## src/rtl/npc_mem_arbiter.sv

```systemverilog
// npc_mem_arbiter: shares one single-port memory bus between instruction
// fetch (read-only) and load/store (read/write). Only one transaction is
// outstanding at a time. A starvation guard stops LS from locking out IF,
// and a response watchdog completes a hung transaction with an error.
module npc_mem_arbiter #(
  parameter int ADDR_W     = 32,
  parameter int DATA_W     = 32,
  parameter int TIMEOUT    = 255,
  parameter int STARVE_MAX = 4
) (
  input  logic                clk,
  input  logic                rst_n,
  // instruction fetch port
  input  logic                if_req_i,
  input  logic [ADDR_W-1:0]   if_addr_i,
  output logic                if_gnt_o,
  output logic                if_rvalid_o,
  output logic [DATA_W-1:0]   if_rdata_o,
  output logic                if_err_o,
  // load/store port
  input  logic                ls_req_i,
  input  logic                ls_we_i,
  input  logic [ADDR_W-1:0]   ls_addr_i,
  input  logic [DATA_W-1:0]   ls_wdata_i,
  input  logic [DATA_W/8-1:0] ls_wmask_i,
  output logic                ls_gnt_o,
  output logic                ls_rvalid_o,
  output logic [DATA_W-1:0]   ls_rdata_o,
  output logic                ls_err_o,
  // memory bus
  output logic                mem_req_o,
  output logic                mem_we_o,
  output logic [ADDR_W-1:0]   mem_addr_o,
  output logic [DATA_W-1:0]   mem_wdata_o,
  output logic [DATA_W/8-1:0] mem_wmask_o,
  input  logic                mem_gnt_i,
  input  logic                mem_rvalid_i,
  input  logic [DATA_W-1:0]   mem_rdata_i,
  // core stall
  output logic                hold_flag_o
);

  localparam int MASK_W = DATA_W / 8;
  localparam int SW     = $clog2(STARVE_MAX + 1);

  typedef enum logic [1:0] {S_IDLE, S_REQ, S_WAIT} state_t;
  typedef enum logic {OWN_IF, OWN_LS} owner_t;

  state_t        state;
  owner_t        owner;
  logic [SW-1:0] starve_cnt;
  logic [15:0]   tmo_cnt;

  logic ls_wins;
  logic resp;
  logic tmo_fire;
  logic bus_gnt;
  logic done;

  // LS has default priority; IF is forced once LS has won STARVE_MAX times
  // in a row while IF was waiting.
  assign ls_wins  = ls_req_i && !((starve_cnt == SW'(STARVE_MAX)) && if_req_i);

  // A real response in the same cycle as the watchdog expiry wins.
  assign resp     = (state == S_WAIT) && mem_rvalid_i;
  assign tmo_fire = (state != S_IDLE) && (tmo_cnt == 16'(TIMEOUT)) && !resp;
  assign bus_gnt  = (state == S_REQ) && mem_gnt_i && !tmo_fire;
  assign done     = resp || tmo_fire;

  // Route the handshake and response to whichever requester owns the bus.
  always_comb begin
    // NOTE: every output gets a default first so no path through the
    // if/else below can leave a value held, which would infer a latch.
    if_gnt_o    = 1'b0;
    if_rvalid_o = 1'b0;
    if_err_o    = 1'b0;
    if_rdata_o  = '0;
    ls_gnt_o    = 1'b0;
    ls_rvalid_o = 1'b0;
    ls_err_o    = 1'b0;
    ls_rdata_o  = '0;
    if (owner == OWN_IF) begin
      if_gnt_o    = bus_gnt;
      if_rvalid_o = done;
      if_err_o    = tmo_fire;
      if_rdata_o  = resp ? mem_rdata_i : '0;
    end else begin
      ls_gnt_o    = bus_gnt;
      ls_rvalid_o = done;
      ls_err_o    = tmo_fire;
      ls_rdata_o  = resp ? mem_rdata_i : '0;
    end
  end

  // Stall the core while its load/store is unresolved; forced low in reset.
  assign hold_flag_o = rst_n && ls_req_i && !ls_rvalid_o;

  // Transaction FSM with registered memory-bus outputs and both counters.
  always_ff @(posedge clk or negedge rst_n) begin
    if (!rst_n) begin
      // NOTE: the bus datapath registers are reset as well as the control
      // state, so every mem_* output reads zero while the core is in reset.
      state       <= S_IDLE;
      owner       <= OWN_IF;
      starve_cnt  <= '0;
      tmo_cnt     <= '0;
      mem_req_o   <= 1'b0;
      mem_we_o    <= 1'b0;
      mem_addr_o  <= '0;
      mem_wdata_o <= '0;
      mem_wmask_o <= '0;
    end else begin
      // NOTE: non-blocking assignments so every register samples the
      // pre-edge values regardless of statement order in this block.
      case (state)
        S_IDLE: begin
          if (if_req_i || ls_req_i) begin
            state     <= S_REQ;
            mem_req_o <= 1'b1;
            tmo_cnt   <= '0;
            if (ls_wins) begin
              owner       <= OWN_LS;
              mem_we_o    <= ls_we_i;
              mem_addr_o  <= ls_addr_i;
              mem_wdata_o <= ls_wdata_i;
              mem_wmask_o <= ls_we_i ? ls_wmask_i : MASK_W'(0);
              if (if_req_i && (starve_cnt != SW'(STARVE_MAX)))
                starve_cnt <= starve_cnt + 1'b1;
            end else begin
              owner       <= OWN_IF;
              mem_we_o    <= 1'b0;
              mem_addr_o  <= if_addr_i;
              mem_wdata_o <= '0;
              mem_wmask_o <= '0;
              starve_cnt  <= '0;
            end
          end
        end
        S_REQ: begin
          tmo_cnt <= tmo_cnt + 16'd1;
          if (tmo_fire) begin
            state     <= S_IDLE;
            mem_req_o <= 1'b0;
          end else if (mem_gnt_i) begin
            state     <= S_WAIT;
            mem_req_o <= 1'b0;
          end
        end
        S_WAIT: begin
          tmo_cnt <= tmo_cnt + 16'd1;
          if (done) state <= S_IDLE;
        end
        default: state <= S_IDLE;
      endcase
    end
  end

endmodule

```

## config.mk

```make
export PLATFORM = sky130hd
export DESIGN_NAME = npc_mem_arbiter
export DESIGN_NICKNAME = d
export VERILOG_FILES = /design/src/rtl/npc_mem_arbiter.sv
export SDC_FILE = /design/constraint.sdc
export NUM_CORES = 1
export LEC_CHECK = 0
export ABC_AREA = 0
export ABC_CLOCK_PERIOD_IN_PS = 4500
export CORE_AREA = 5 5 104 106
export CTS_CLUSTER_SIZE = 40
export DETAILED_ROUTE_END_ITERATION = 10
export DIE_AREA = 0 0 109 111
export DONT_BUFFER_PORTS = 1
export GPL_ROUTABILITY_DRIVEN = 0
export GPL_TIMING_DRIVEN = 1
export MAX_ROUTING_LAYER = met4
export SYNTH_ARGS = -nofsm -noshare
export SYNTH_HDL_FRONTEND = slang
export SYNTH_SLANG_ARGS = --single-unit
```

## constraint.sdc

```tcl
create_clock -name clk -period 4.5 [get_ports clk]
set_input_delay 0.9 -clock clk [delete_from_list [all_inputs] [get_ports clk]]
set_output_delay 0.9 -clock clk [all_outputs]
set_load 0.01 [all_outputs]
```

==> reports/metrics.yaml <==
cts_sinks: 92
crit_chain: "ha_1 -> and3_1 -> nand2_1 -> or4_1 -> nor4bb_1"
die_width_um: 109
cpLargestDelayFamily: "simple AND/OR/NAND/NOR gates"
fin_ws_ps: 1070
root_buffer: "clkbuf_8"
clock_path_buffers: 2
fin_crit_sh_pct: 76.3
path_buf_inv: 0
antenna_left: 0
num_rows: 36
setup_viol: 0
cp-end-kind: "primary output"
antenna_found_initial: 0
fin_crit_ps: 3430
cp_slowest_cell: "nor4bb_1"
worstSkewPairLatency_ps: 340
finalHoldViolCount: 0
num_io_pins: 280
power.leakage_uw: 0.00223
total_power_uw: 2950
worst_pin_slew_ps: 990
final_max_slew_viol_count: 0
grt_use_total_pct: 19.8
layout.nets: 570
yosysTopAreaCell: "dfrtp_1"
max_stage_delay_ps: 590
num_vias: 3211
synth_fa_ha_area_share_pct: 1.67
h-tree-depth: 3
ys_async_sr_fraction_pct: 100
post-place-ws_ps: 1460
drc: 0
avgRoutedWirePerCell_um: 21.7
cts_tree: "yes"
fin_cells: 563
drive_gt1_share_pct: 6.74
holdBufCountCts: 0
ys_types: 37
outcome: "complete, no violations"
path_clk_slew_ps: 90
crit_path_start_kind: "flop"
chipHeight_um: 111
worstPathMaxFanout: 9
synth_top_cells_by_area: "dfrtp_1 (51%), and2_1 (9.0%), mux2i_1 (7.3%), a22o_1 (6.4%), o21ai_0 (4.6%)"
required_ps: 3600
fill_cells: 930
top_layer: "met4"
hold_ws_ps: 235
synth_top_family_by_area: "simple AND/OR/NAND/NOR gates"
ys_seq_area_share_pct: 51.2
power_density_mw_per_mm2: 612
min_path_type: "primary input to async pin"
drt_pre_antenna_iters: 4
syn_area_mm2: 0.00450
critPathKind: "flop to primary output"
final.setup.tns_ps: 0
drtIter0Drc: 126
drv_cap: 0
synthCells: 438
peakVddDrop_mv: 0.254
syn2layout_area_growth_pct: 7.01
synth_edf_count: 0
synth.net_count: 583
synth_top_area_share_pct: 51.2
viasPerCell: 5.70
synth-warning-count: 0
rsz0062_at_grt: "no"
core_area_mm2: 0.00968
grt_pass1_vias: 3286
worstPathArrival_ps: 2530
port_buffers: 0
hpwl_um: 9440
wl_um: 12200
start_util_pct: 46.5
post-cts-setup-buffers: 0
cts_buffers: 9
ctsResizeCount: 0
grt_start_max_net_pins: 94
synth_ff_type: "dfrtp_1"
ys_seq_elements: 92
synth_compound_area_share_pct: 14.4
synthMostInstantiatedCell: "dfrtp_1"
grt_pass1_wl_um: 18100
grt-ovfl-total: 0
fmax_ghz: 0.291
synth_common_cells: "dfrtp_1 (92), and2_1 (65), nand2_1 (48)"
avgSynthCellArea_um2: 10.3
relSlewSlack_pct: 33.7
synth_mux_area_share_pct: 7.34
synth_xor_xnor_area_share_pct: 2.34
yosys.area_share.simple_pct: 20.3
dieArea_mm2: 0.0121
dpl.cell_count: 547
skew_ps: 10.3
wl_met1_um: 4560
dr_wl_met2_um: 6370
met3_length_um: 1190
diodes: 0
==> layout make-up <==
class                           instances  area, um^2  area share (%)
Clock buffer                           10         138            2.86
Clock inverter                          6        70.1            1.45
Inverter                                6        22.5           0.468
Multi-Input combinational cell        312        2090            43.3
Sequential cell                        92        2300            47.8
Tap cell                              133         166            3.46
Timing Repair Buffer                    4        30.0           0.624
==> final timing paths <==
check | startpoint | to | slack (ps) | cells after the start
hold reg to reg | starve_cnt[2]$_DFFE_PN0P_ | starve_cnt[2]$_DFFE_PN0P_ | 520 | 1
hold / removal | rst_n | mem_wdata_o[11]$_DFFE_PN0P_ | 240 | 0
max in group asynchronous | rst_n | tmo_cnt[5]$_DFFE_PN0P_ | 4100 | 0
setup / recovery | tmo_cnt[0]$_DFFE_PN0P_ | ls_err_o | 1070 | 5
setup reg to reg | state[0]$_DFFE_PN0P_ | tmo_cnt[14]$_DFFE_PN0P_ | 2160 | 7
min in group clk | starve_cnt[2]$_DFFE_PN0P_ | starve_cnt[2]$_DFFE_PN0P_ | 520 | 1
==> logic make-up (layout without fill, tap and decap cells) <==
group           after synthesis  in the layout
simple gates                169            169
compound gates               92             92
flops                        92             92
buf+inv                      34             26
mux                          33             33
xor+xnor                     12             12
fa+ha+maj                     6              6
==> worst register-to-register path: stages, from the launching register on <==
cell	delay, ps
dfrtp_1	390
inv_1	100
ha_1	430
or3b_2	570
o21ai_1	340
nor3_1	130
xnor2_1	180
nor2_1	50
==> cells in the final DEF, fill, tap and decap left out, types with 2 or more instances in the layout <==
cell type,instances
and3_1,4
o21ai_0,40
a22o_1,33
and2_1,65
nand4_1,4
or4_1,2
buf_4,4
a21oi_1,5
nor2_1,18
nand3_1,4
and4_1,2
clkinv_4,2
a32o_1,5
o21ai_2,2
inv_6,2
ha_1,6
dfrtp_1,92
xnor2_1,5
nand2_1,47
xor2_1,7
nor3_1,6
clkbuf_8,10
nor3b_1,3
a21o_1,2
inv_1,6
or3_1,3
mux2i_1,33
nor4b_1,2
==> flip-flops by register name (all words and copies together), names as in the netlist <==
register and count:
mem_addr_o 32, mem_wdata_o 32, tmo_cnt 16, mem_wmask_o 4, starve_cnt 3, state 2
mem_req_o 1, mem_we_o 1, owner 1
==> power breakdown <==
part | switching, uW | total (uW) | internal [uW]
clock | 292 | 570 | 277
sequential | 403 | 1550 | 1150
combinational | 488 | 829 | 341
==> layer usage <==
layer / GRT usage, % / up-vias
met1: 22.1 / 1535
met2: 35.0 / 178
li1: - / 1491
met5: - / -
met3: 5.88 / 7
met4: 3.87 / 0
==> stage by stage <==
stage               cell area, um^2  utilization [%]
CTS                            4820             49.7
finish                         4820             49.7
detailed placement             4610             47.6
floorplan                      4500                -
global placement               4610             47.6
global route                   4820             49.7
(Power assumes the default switching activity.)
